## config.mk

```make
export PLATFORM = sky130hd
export DESIGN_NAME = conv3x3_window_mac
export DESIGN_NICKNAME = d
export VERILOG_FILES = /design/src/rtl/conv3x3_window_mac.sv
export SDC_FILE = /design/constraint.sdc
export NUM_CORES = 2
export LEC_CHECK = 0
export ABC_AREA = 1
export CORE_ASPECT_RATIO = 1.2
export CORE_MARGIN = 10
export CORE_UTILIZATION = 64
export DETAILED_ROUTE_END_ITERATION = 7
export PLACE_DENSITY = 0.83
export SYNTH_ARGS = -nofsm -noshare
export SYNTH_HDL_FRONTEND = slang
export SYNTH_SLANG_ARGS = --single-unit
```

## constraint.sdc

```tcl
create_clock -name clk -period 5.4 [get_ports clk]
set_input_delay 0.81 -clock clk [delete_from_list [all_inputs] [get_ports clk]]
set_output_delay 0.81 -clock clk [all_outputs]
set_load 0.005 [all_outputs]
```

## src/rtl/conv3x3_window_mac.sv

```systemverilog
// Stride-1 3x3 convolution over the line-buffer window bus with int8 weights, 32-bit bias and int8 requantisation.
// Optional macro CONV3X3_RELU_EN clamps negative results to zero before saturation.
module conv3x3_window_mac #(
  parameter int IMG_W = 4,
  parameter int IMG_H = 4,
  parameter int SHIFT = 0
) (
  input  logic            clk,
  input  logic            rst,
  input  logic            stream_valid,
  input  logic [8:0][7:0] ifmap_3x3,
  input  logic            wgt_wr_en,
  input  logic [3:0]      wgt_wr_addr,
  input  logic [7:0]      wgt_wr_data,
  input  logic            bias_wr_en,
  input  logic [31:0]     bias_wr_data,
  output logic            busy,
  output logic            out_valid,
  output logic [7:0]      out_data,
  output logic            out_last,
  output logic            frame_err
);

  localparam int CW = (IMG_W > 2) ? $clog2(IMG_W) : 2;
  localparam int RW = (IMG_H > 2) ? $clog2(IMG_H) : 2;
  localparam logic [CW-1:0] COL_LAST = CW'(IMG_W - 1);
  localparam logic [RW-1:0] ROW_LAST = RW'(IMG_H - 1);
  localparam logic [CW-1:0] COL_TWO  = CW'(2);
  localparam logic [RW-1:0] ROW_TWO  = RW'(2);

  logic [CW-1:0]      col;
  logic [RW-1:0]      row;
  logic [8:0][7:0]    wgt;
  logic [31:0]        bias;

  logic               pend, pend_last;
  logic               v0, l0, v1, l1, v2, l2, v3, l3;
  logic [8:0][7:0]    win;
  logic signed [16:0] prod   [9];
  logic signed [16:0] prod_c [9];
  logic signed [18:0] rsum   [3];
  logic signed [18:0] rsum_c [3];
  logic signed [31:0] acc, acc_c, shifted;
  logic [7:0]         sat;

  logic in_frame, gap, tag, tag_last;

  assign in_frame = (col != '0) || (row != '0);
  assign gap      = !stream_valid && in_frame;
  assign tag      = stream_valid && (row >= ROW_TWO) && (col >= COL_TWO);
  assign tag_last = (row == ROW_LAST) && (col == COL_LAST);

  // Pixel position tracking, coefficient storage and the pipeline valid/last tags.
  // pend tags the pixel just accepted; its window appears on the bus one cycle later.
  always_ff @(posedge clk) begin
    if (rst) begin
      col       <= '0;
      row       <= '0;
      busy      <= 1'b0;
      frame_err <= 1'b0;
      wgt       <= '0;
      bias      <= '0;
      pend      <= 1'b0;
      pend_last <= 1'b0;
      v0 <= 1'b0; l0 <= 1'b0;
      v1 <= 1'b0; l1 <= 1'b0;
      v2 <= 1'b0; l2 <= 1'b0;
      v3 <= 1'b0; l3 <= 1'b0;
    end else begin
      if (!busy) begin
        if (wgt_wr_en && (wgt_wr_addr < 4'd9)) wgt[wgt_wr_addr] <= wgt_wr_data;
        if (bias_wr_en) bias <= bias_wr_data;
      end
      if (gap) begin
        col       <= '0;
        row       <= '0;
        frame_err <= 1'b1;
        busy      <= 1'b0;
        pend      <= 1'b0;
        pend_last <= 1'b0;
        v0 <= 1'b0; l0 <= 1'b0;
        v1 <= 1'b0; l1 <= 1'b0;
        v2 <= 1'b0; l2 <= 1'b0;
        v3 <= 1'b0; l3 <= 1'b0;
      end else begin
        if (stream_valid) begin
          if (col == COL_LAST) begin
            col <= '0;
            row <= (row == ROW_LAST) ? '0 : row + RW'(1);
          end else begin
            col <= col + CW'(1);
          end
        end
        pend      <= tag;
        pend_last <= tag && tag_last;
        v0 <= pend; l0 <= pend_last;
        v1 <= v0;   l1 <= l0;
        v2 <= v1;   l2 <= l1;
        v3 <= v2;   l3 <= l2;
        busy <= stream_valid || in_frame || pend || v0 || v1 || v2 || v3;
      end
    end
  end

  // Datapath registers carry no reset; only their valid tags matter.
  always_ff @(posedge clk) begin
    win  <= ifmap_3x3;
    prod <= prod_c;
    rsum <= rsum_c;
    acc  <= acc_c;
  end

  // Pixels are unsigned, so they are zero-extended before the signed multiply.
  always_comb begin
    for (int k = 0; k < 9; k++)
      prod_c[k] = $signed({9'd0, win[k]}) * $signed({{9{wgt[k][7]}}, wgt[k]});
    for (int r = 0; r < 3; r++)
      rsum_c[r] = {{2{prod[3*r][16]}}, prod[3*r]}
                + {{2{prod[3*r+1][16]}}, prod[3*r+1]}
                + {{2{prod[3*r+2][16]}}, prod[3*r+2]};
    acc_c = {{13{rsum[0][18]}}, rsum[0]}
          + {{13{rsum[1][18]}}, rsum[1]}
          + {{13{rsum[2][18]}}, rsum[2]}
          + bias;
  end

  always_comb begin
    shifted = acc >>> SHIFT;
`ifdef CONV3X3_RELU_EN
    if (shifted < 0) shifted = '0;
`endif
    if (shifted > 32'sd127)       sat = 8'h7f;
    else if (shifted < -32'sd128) sat = 8'h80;
    else                          sat = shifted[7:0];
  end

  // A gap also kills the result that would otherwise be emitted on that edge.
  always_ff @(posedge clk) begin
    if (rst) begin
      out_valid <= 1'b0;
      out_data  <= '0;
      out_last  <= 1'b0;
    end else if (gap) begin
      out_valid <= 1'b0;
      out_last  <= 1'b0;
    end else begin
      out_valid <= v3;
      out_last  <= v3 && l3;
      if (v3) out_data <= sat;
    end
  end

endmodule

```

==> metrics.log <==
INFO  metric share_of_synthesized_flip_flops_with_an_asynchronous_set_or_reset = 0%
INFO  metric hold_path_endpoint = l0
INFO  metric area_growth_syn_to_layout = 9.37%
INFO  metric pwr-share-comb = 18.7%
INFO  metric final_hold_viols = 0
INFO  metric ys_ff_latch = 444
INFO  metric antenna-diode-count = 0
INFO  metric clock_tree.htree_level_count = 2
INFO  metric holdCritStartpoint = pend_last
INFO  metric synth.yosys.warnings = 0
INFO  metric floorplan.initialDensity = 65.0%
INFO  metric endpoint_kind_of_the_worst_setup_timing_path = register
INFO  metric timing.rr.end = prod[99]
INFO  metric min_period_over_period = 87.1%
INFO  metric start_kind = register
INFO  metric detailed_place_hpwl = 70700 um
INFO  metric synth_cell_type_count = 45
INFO  metric synth-seq-area-share = 23.3%
INFO  metric grt_pass1_vias = 31405
INFO  metric fp.dieW = 243 um
INFO  metric detailedRoute.firstPassIterationCount = 6
INFO  metric worst_path_dominant_cell_family = adder cells
INFO  metric cts_hold_buf = 0
INFO  metric critical_path_arrival = 5.19 ns
INFO  metric grt_first_pass_wirelength = 152000 um
INFO  metric path_clk_slew = 0.06 ns
INFO  metric rsz_0062_raised_after_global_routing = no
INFO  metric timing.hold.worst_path_depth = 2
INFO  metric layout.cells.most_common = inv_1
INFO  metric clockBufferDepth = 3
INFO  metric wl_per_cell = 16.4 um
INFO  metric max-vdd-ir-drop = 272 uV
INFO  metric powerDensity = 228 mW/mm2
INFO  metric worst_hold_path_type = register to register
INFO  metric cts.sink_count = 444
INFO  metric final_max_slew_viol_count = 0
INFO  metric synthesis.area = 0.0381 mm2
INFO  metric ctsRootBufferMaster = clkbuf_16
INFO  metric flop2flop_setup_slack = 0.69 ns
INFO  metric synth_fp_nets = 5681
INFO  metric highest_cell_delay_on_the_worst_timing_path = 0.54 ns
INFO  metric number_of_antenna_violations_at_the_first_check_in_global_routing = 0
INFO  metric switching_share = 29.5%
INFO  metric internal_power = 0.00670 W
INFO  metric cts_tree = yes
INFO  metric power_leakage = 23.2 nW
INFO  metric grt-ovfl-total = 0
INFO  metric clock.fmax = 212 MHz
INFO  metric post_synth_inst_count = 4654
INFO  metric final_layout_size_suffix_gt1_share = 3.71%
INFO  metric cts_inserted_buffers = 49
INFO  metric ordered_list_of_cells_on_the_worst_path = clkinv_1, or2_2, fa_1, fa_1, fa_1, inv_1, fa_1, ha_1, nand2_1, o21ai_0, a21boi_0, o21ai_0, a21oi_1, nand2_1, nand2_1
INFO  metric detail_route.vias_per_cell = 5.38
INFO  metric relative_contribution_of_the_clock_network_to_total_power = 41.2%
INFO  metric die-height = 287 um
INFO  metric max_slew_margin = 22.1%
INFO  metric die_ar = 0.0697 mm2
INFO  metric critical_path.n_buffers_inverters = 2
INFO  metric timing_worst_setup_path_type = register to register
INFO  metric setup_tns = 0 ns
INFO  metric rows = 97
INFO  metric fin_worst_skew = 0.0199 ns
INFO  metric critical-path-top-cell-by-count = fa_1
INFO  metric outcome = completed
INFO  metric number_of_enable_flip_flop_cells_after_synthesis = 0
INFO  metric critical_path_peak_fanout = 10
INFO  metric yosys_most_used_dff = dfxtp_1
INFO  metric clock_insertion_delay_worst_skew = 0.61 ns
INFO  metric portBuffers = 132
INFO  metric critical_path.reg2reg.startpoint = wgt[31]
INFO  metric cp.required = 5.88 ns
INFO  metric fp.coreArea = 0.0586 mm2
INFO  metric timing.final.crit_period = 4.71 ns
INFO  metric route.detailed.drc = 0
INFO  metric post_cts.resized_instances = 0
INFO  metric setup_bufs_post_cts = 0
INFO  metric dr_total_vias = 29596
INFO  metric final_area = 0.0417 mm2
INFO  metric dr.first_iter.drc_count = 1916
INFO  metric timing.critical_path.slowest_stage_cell = fa_1
INFO  metric track_usage = 26.5%
INFO  metric p_seq_share = 40.1%
INFO  metric syn_area_per_cell = 8.19 um2
INFO  metric switching_power = 0.00281 W
INFO  metric max_slew.worst_pin.slew = 1.17 ns
INFO  metric postRouteWirelength = 90500 um
INFO  metric io_pins = 133
INFO  metric worst-r2r-cell-count = 15
INFO  metric setup_viol_count_final = 0
INFO  metric number_of_nets_with_antenna_violations_after_routing = 0
INFO  metric final_nets = 5699
INFO  metric dpl-instance-area = 0.0398 mm2
INFO  metric mostFrequentLayoutCells = 982 x inv_1, 926 x nand2_1, 498 x ha_1
INFO  metric maxCapViolations = 0
INFO  metric grt_max_degree = 46
INFO  metric gp_congestion = 0.936
[worst max-delay path by stage]
stage	from	end	slack [ns]	depth (start not counted)
after CTS	wgt[31]	prod[99]	0.70	15
final	wgt[31]	prod[99]	0.69	15
after floorplan	wgt[31]	prod[99]	1.06	17
after detailed placement	wgt[31]	prod[99]	0.73	15
after global placement	wgt[31]	prod[99]	0.83	15
after global routing	wgt[31]	prod[99]	0.37	17
[per-layer routing]
metal  wire [um]  part of all wire, %  global-route usage (%)
met5           0                    0                       0
met1       35600                   39                    30.4
met2       45800                   51                    48.1
met4        4250                  4.7                    12.0
met3        4930                  5.4                    3.73
[worst register-to-register path, stage by stage (launching register included)]
cell      delay, ns
dfxtp_1        0.34
clkinv_1       0.25
or2_2          0.38
fa_1           0.50
fa_1           0.52
fa_1           0.54
inv_1          0.06
fa_1           0.48
ha_1           0.36
nand2_1        0.07
o21ai_0        0.33
a21boi_0       0.20
o21ai_0        0.31
a21oi_1        0.14
nand2_1        0.08
nand2_1        0.05
[per-stage QoR]
| step | worst slack (ns) | util (%) | instances | power [W] | hold WS (ns) |
|---|---|---|---|---|---|
| global placement | 0.829 | 67.8 | 5413 | 0.00556 | 0.394 |
| detailed placement | 0.732 | 67.8 | 5413 | 0.00561 | 0.402 |
| global route | 0.370 | 71.1 | 5503 | 0.00994 | 0.441 |
| finish | 0.694 | 71.1 | 5503 | 0.00951 | 0.414 |
| floorplan | 1.06 | - | 4654 | 0.00504 | 0.394 |
| CTS | 0.697 | 71.1 | 5503 | 0.00955 | 0.412 |
[state kept, by name, summed over array words and instances (netlist names), 2 cells and up]
| name | count |
|---|---|
| col | 2 |
| win | 72 |
| row | 2 |
| wgt | 72 |
| out_data | 8 |
| prod | 153 |
| acc | 32 |
| bias | 32 |
| rsum | 57 |
[Yosys cell counts (13+ instances only)]
cell / count / area [um2]
ha_1: 498 / 6230
o21ai_0: 167 / 836
o21ai_1: 13 / 65.1
a221oi_1: 13 / 114
nand2_1: 926 / 3480
a21o_1: 22 / 165
xor2_1: 114 / 998
nand4_1: 28 / 175
a21oi_1: 257 / 1290
clkbuf_1: 156 / 586
nor3_1: 23 / 115
xnor2_1: 68 / 596
fa_1: 408 / 8170
or2_2: 57 / 357
dfxtp_1: 444 / 8890
o21bai_1: 24 / 180
nor2_1: 252 / 946
inv_1: 983 / 3690
nand3_1: 111 / 556
[kinds of logic after synthesis]
group           after synthesis  synth area share [%]
compound gates              529                  7.59
xor+xnor                    182                  4.18
fa+ha+maj                   906                  37.8
buf+inv                    1167                  11.6
flops                       444                  23.3
simple gates               1426                  15.5
[power groups by stage]
stage | Clock [W] | Combinational (W) | Sequential [W]
final | 0.00392 | 0.00178 | 0.00381
after global routing | 0.00410 | 0.00200 | 0.00383
after CTS | 0.00398 | 0.00177 | 0.00381
after detailed placement | 0 | 0.00174 | 0.00387
after global placement | 0 | 0.00170 | 0.00386
after floorplan | 0 | 0.00133 | 0.00372
[final cells by class]
type | instances | area (um2)
clock buffer | 60 | 1390
clock inverter | 30 | 518
fill | 4401 | 17000
inverter | 996 | 3740
multi-input combinational | 3043 | 24800
sequential | 444 | 8890
tap | 792 | 991
timing repair buffer | 138 | 1370
No activity file was read; power rests on OpenSTA's default activity.
